==> src/rtl/fifo_uart_tx.sv <==
// UART transmitter that drains a synchronous FIFO with a registered read port.
// It pops one word per frame and sends start, data LSB first, optional parity, then stop bit(s).
module fifo_uart_tx #(
  parameter int WIDTH        = 8,
  parameter int CLKS_PER_BIT = 16,
  parameter int PARITY_EN    = 0,
  parameter int PARITY_ODD   = 0,
  parameter int STOP_BITS    = 1
) (
  input  logic             clk,
  input  logic             rstn,
  input  logic             tx_en,
  input  logic             fifo_empty,
  output logic             fifo_rd_en,
  input  logic [WIDTH-1:0] fifo_rd_data,
  output logic             tx,
  output logic             busy,
  output logic             frame_done
);

  typedef enum logic [2:0] {
    S_IDLE,
    S_FETCH,
    S_START,
    S_DATA,
    S_PARITY,
    S_STOP
  } state_t;

  localparam int BAUD_W = $clog2(CLKS_PER_BIT);
  localparam int BIT_W  = (WIDTH > 1) ? $clog2(WIDTH) : 1;

  localparam logic [BAUD_W-1:0] BAUD_LAST = BAUD_W'(CLKS_PER_BIT - 1);
  localparam logic [BIT_W-1:0]  DATA_LAST = BIT_W'(WIDTH - 1);
  localparam logic [BIT_W-1:0]  STOP_LAST = BIT_W'(STOP_BITS - 1);

  state_t            r_state;
  state_t            w_next;
  logic [BAUD_W-1:0] r_baud;
  logic [BIT_W-1:0]  r_bit;
  logic [WIDTH-1:0]  r_shift;
  logic              r_parity;
  logic              r_tx;
  logic              r_busy;
  logic              r_frame_done;
  logic              r_prev_stop;
  logic              w_bit_tick;
  logic              w_line;

  // The pop request is gated by rstn, so a word is never popped during reset.
  assign fifo_rd_en = (r_state == S_IDLE) && tx_en && !fifo_empty && rstn;
  assign w_bit_tick = (r_baud == BAUD_LAST);

  assign tx         = r_tx;
  assign busy       = r_busy;
  assign frame_done = r_frame_done;

  // NOTE: sequential state is updated with non-blocking assignments only, so
  // every register samples the values from before the clock edge.
  always_ff @(posedge clk) begin
    if (!rstn) r_state <= S_IDLE;
    else       r_state <= w_next;
  end

  // NOTE: each output of this block gets a default first, so no path infers a latch.
  always_comb begin
    w_next = r_state;
    w_line = 1'b1;
    unique case (r_state)
      S_IDLE:  if (fifo_rd_en) w_next = S_FETCH;
      S_FETCH: w_next = S_START;
      S_START: begin
        w_line = 1'b0;
        if (w_bit_tick) w_next = S_DATA;
      end
      S_DATA: begin
        w_line = r_shift[0];
        if (w_bit_tick && (r_bit == DATA_LAST))
          w_next = (PARITY_EN != 0) ? S_PARITY : S_STOP;
      end
      S_PARITY: begin
        w_line = r_parity;
        if (w_bit_tick) w_next = S_STOP;
      end
      S_STOP: begin
        if (w_bit_tick && (r_bit == STOP_LAST)) w_next = S_IDLE;
      end
      default: w_next = S_IDLE;
    endcase
  end

  // The outputs are registered from the current state, so they lag the state
  // register by one cycle. frame_done therefore follows the last stop cycle on the line.
  always_ff @(posedge clk) begin
    if (!rstn) begin
      r_baud       <= '0;
      r_bit        <= '0;
      r_shift      <= '0;
      r_parity     <= 1'b0;
      r_tx         <= 1'b1;
      r_busy       <= 1'b0;
      r_frame_done <= 1'b0;
      r_prev_stop  <= 1'b0;
    end else begin
      r_tx         <= w_line;
      r_busy       <= (r_state != S_IDLE);
      r_prev_stop  <= (r_state == S_STOP);
      r_frame_done <= (r_state == S_IDLE) && r_prev_stop;
      unique case (r_state)
        S_IDLE: begin
          r_baud <= '0;
          r_bit  <= '0;
        end
        S_FETCH: begin
          r_shift  <= fifo_rd_data;
          r_parity <= (^fifo_rd_data) ^ (PARITY_ODD != 0);
          r_baud   <= '0;
          r_bit    <= '0;
        end
        default: begin
          r_baud <= w_bit_tick ? '0 : r_baud + 1'b1;
          if (r_state != w_next)
            r_bit <= '0;
          else if (w_bit_tick && ((r_state == S_DATA) || (r_state == S_STOP)))
            r_bit <= r_bit + 1'b1;
          if (w_bit_tick && (r_state == S_DATA))
            r_shift <= r_shift >> 1;
        end
      endcase
    end
  end

endmodule

==> config.mk <==
export PLATFORM = sky130hd
export DESIGN_NAME = fifo_uart_tx
export DESIGN_NICKNAME = d
export VERILOG_FILES = /design/src/rtl/fifo_uart_tx.sv
export SDC_FILE = /design/constraint.sdc
export NUM_CORES = 1
export LEC_CHECK = 0
export CAP_MARGIN = 0
export CELL_PAD_IN_SITES_DETAIL_PLACEMENT = 2
export CELL_PAD_IN_SITES_GLOBAL_PLACEMENT = 2
export CORE_MARGIN = 8
export CORE_UTILIZATION = 36
export DETAILED_ROUTE_END_ITERATION = 8
export PLACE_DENSITY = 0.77
export SYNTH_ARGS = -nofsm -noshare
export SYNTH_HDL_FRONTEND = slang
export SYNTH_SLANG_ARGS = --single-unit
export TNS_END_PERCENT = 5
==> constraint.sdc <==
create_clock -name clk -period 3.1 [get_ports clk]
set_input_delay 0.31 -clock clk [delete_from_list [all_inputs] [get_ports clk]]
set_output_delay 0.31 -clock clk [all_outputs]
set_load 0.005 [all_outputs]
==> reports/metrics.csv <==
metric,value,unit
clockBufferDepth,2,
grt_pass1_wl,4.55,mm
hp-start,r_baud[0],
cts_made_buffers,3,
clockRootBuffer,clkbuf_4,
overflow,0,
rsz0062_at_grt,false,
maxSlewViolCount,0,
power_density,366,mW/mm2
syn_area,0.00123,mm2
worstHoldPathCells,1,
total_leakage_power,0.000459,uW
ys.warnings.count,0,
syn_inst,123,
num_rows,21,
port_buffers,15,
critPathSlowestCell,clkdlybuf4s50_1,
fmax,447,MHz
clk_pin_slew,0.12,ns
finalPower,514,uW
antenna_found_initial,0,
grt_max_degree,16,
crit_buf_inv,1,
fin_nets,152,
crit_path_end_kind,output pin,
die_w,74.4,um
place.gp.congestion,0.728,
hpwl,2.02,mm
syn_area_per_cell,9.97,um2
ant_nets,0,
synth_largest_area_cell,dfxtp_1,
tightestPinTransition,0.899,ns
track_usage,10.6,%
rr_worst_depth,3,
synth_seq_cells,23,
worstSetupPathType,register to output pin,
first_pass_iters,4,
drv_cap,0,
slew_headroom,39.8,%
cp-start-kind,register,
insertedDiodeCount,0,
via_per_inst,5.00,
post_cts_resized,0,
drc,0,
netlist_top_cells_area,"dfxtp_1 (38%), mux2i_1 (7.3%), a211oi_2 (7.1%)",
cp_max_fo,10,
critPathTopFamily,simple AND/OR/NAND/NOR gates,
final-setup-viol-count,0,
cpPeakStageDelay,0.53,ns
postCtsSetupBuffers,0,
cts_tree,built,
synthFlopType,dfxtp_1,
skew,0.00615,ns
whs_endpoint,r_baud[0],
cp.arrival,1.93,ns
hold_viol,0,
synth_edf_count,0,
initial_core_util,37.0,%
max-vdd-ir-drop,0.240,mV
status,finished clean,
fin_crit,2.24,ns
synthArstFlopShare,0,%
die_h,74.4,um
drtIter0Drc,40,
crit_chain,nor3_1 > nor2b_1 > clkdlybuf4s50_1,
synth_most_common_cell,dfxtp_1,
first_global_vias,955,
yosysTopAreaCellShare,37.6,%
wl_per_cell,14.4,um
reg2reg_slack,1.09,ns
area_delta_synth_final,14.5,%
finalCritPeriodShare,72.2,%
reg2reg_from,r_state[0],
cts_num_sinks,23,
cts.htree.levels,1,
wirelength,2.60,mm
hold_class,register to register,
core,0.00331,mm2
worstReg2RegEnd,r_shift[0],
cts_hold_buf,0,
synth_cell_types,33,
drive_above_1_share,14.1,%
via_count,905,
insertion_delay,0.31,ns
synthTopCellsByCount,"dfxtp_1 (23), nor2_1 (15), mux2i_1 (9), xnor2_1 (9), a211oi_2 (7)",
dieArea,0.00553,mm2
ioPinCount,16,
worst_ep_required_time,2.79,ns
syn-num-nets,139,
synth-seq-area-share,37.6,%
fin_setup_tns,0,ns
==> worst reg2reg max path, stage by stage, from the launching register on <==
cell	delay, ns
dfxtp_1	0.64
nor3b_2	0.82
mux2i_1	0.33
a211oi_2	0.10
==> layer usage <==
layer | vias up | wire (um) | track usage, %
met2 | 12 | 1310 | 17.2
met4 | 0 | 22 | 2.61
met5 | - | 0 | 0
li1 | 455 | - | -
met1 | 436 | 1150 | 12.9
met3 | 2 | 116 | 3.64
==> through the flow <==
step	cells	worst slack [ns]	instance area [um2]	hold slack [ns]	utilization [%]
final	181	0.862	1400	0.462	42.4
after global routing	181	0.765	1400	0.501	42.4
after CTS	181	0.834	1400	0.472	42.4
after detailed placement	177	0.961	1380	0.445	41.6
after global placement	177	1.03	1380	0.430	41.6
after floorplan	123	1.70	1230	0.418	-
==> power by group <==
part	internal [uW]	leakage, uW	switching (uW)
Combinational	38.3	0.000258	32.1
Clock	50.2	0.0000150	85.8
Sequential	302	0.000186	6.00
Total	390	0.000459	124
==> state kept, by name (all words and copies together), names as in the netlist <==
signal       count
busy             1
frame_done       1
r_baud           4
r_bit            3
r_parity         1
r_prev_stop      1
r_shift          8
r_state          3
tx               1
==> worst max path at each step <==
stage / cells after the start / slack (ns) / endpoint / from
2_1_floorplan: 4 / 1.70 / r_state[1] / r_baud[0]
3_3_place_gp: 4 / 1.03 / fifo_rd_en / rstn
3_5_place_dp: 4 / 0.96 / fifo_rd_en / rstn
4_1_cts: 3 / 0.83 / fifo_rd_en / r_state[1]
5_1_grt: 3 / 0.77 / fifo_rd_en / r_state[1]
6_report: 3 / 0.86 / fifo_rd_en / r_state[1]
==> layout by cell type (no fill, tap or decap), types with 3 or more instances in the layout <==
cell,n
dfxtp_1,23
nor2_1,15
clkdlybuf4s50_1,15
xnor2_1,9
mux2i_1,9
a211oi_2,7
inv_1,6
nor3_1,5
o21ai_0,5
a21oi_1,4
ha_1,4
and3_1,3
nand2b_1,3
clkbuf_4,3
==> cell families (layout without fill, tap and decap cells) <==
kind of cell / after synthesis / after routing / synth area share, %
AO/OA/AOI/OAI: 26 / 26 / 19.9
XOR/XNOR: 10 / 10 / 7.14
adder cells (fa/ha/maj): 4 / 4 / 4.08
buffers and inverters: 13 / 25 / 6.43
flip-flops: 23 / 23 / 37.6
multiplexers: 9 / 9 / 7.35
AND/OR/NAND/NOR: 38 / 38 / 17.6
==> area by class of cell <==
| type | instances | area, um2 |
|---|---|---|
| clock buffers | 4 | 26.3 |
| inverters | 6 | 22.5 |
| repair buffers | 15 | 150 |
| flip-flops and latches | 23 | 460 |
| well taps | 46 | 57.6 |
| fillers | 378 | 1910 |
| multi-input cells | 87 | 687 |
Note: power is estimated with default switching activity, not from simulation.
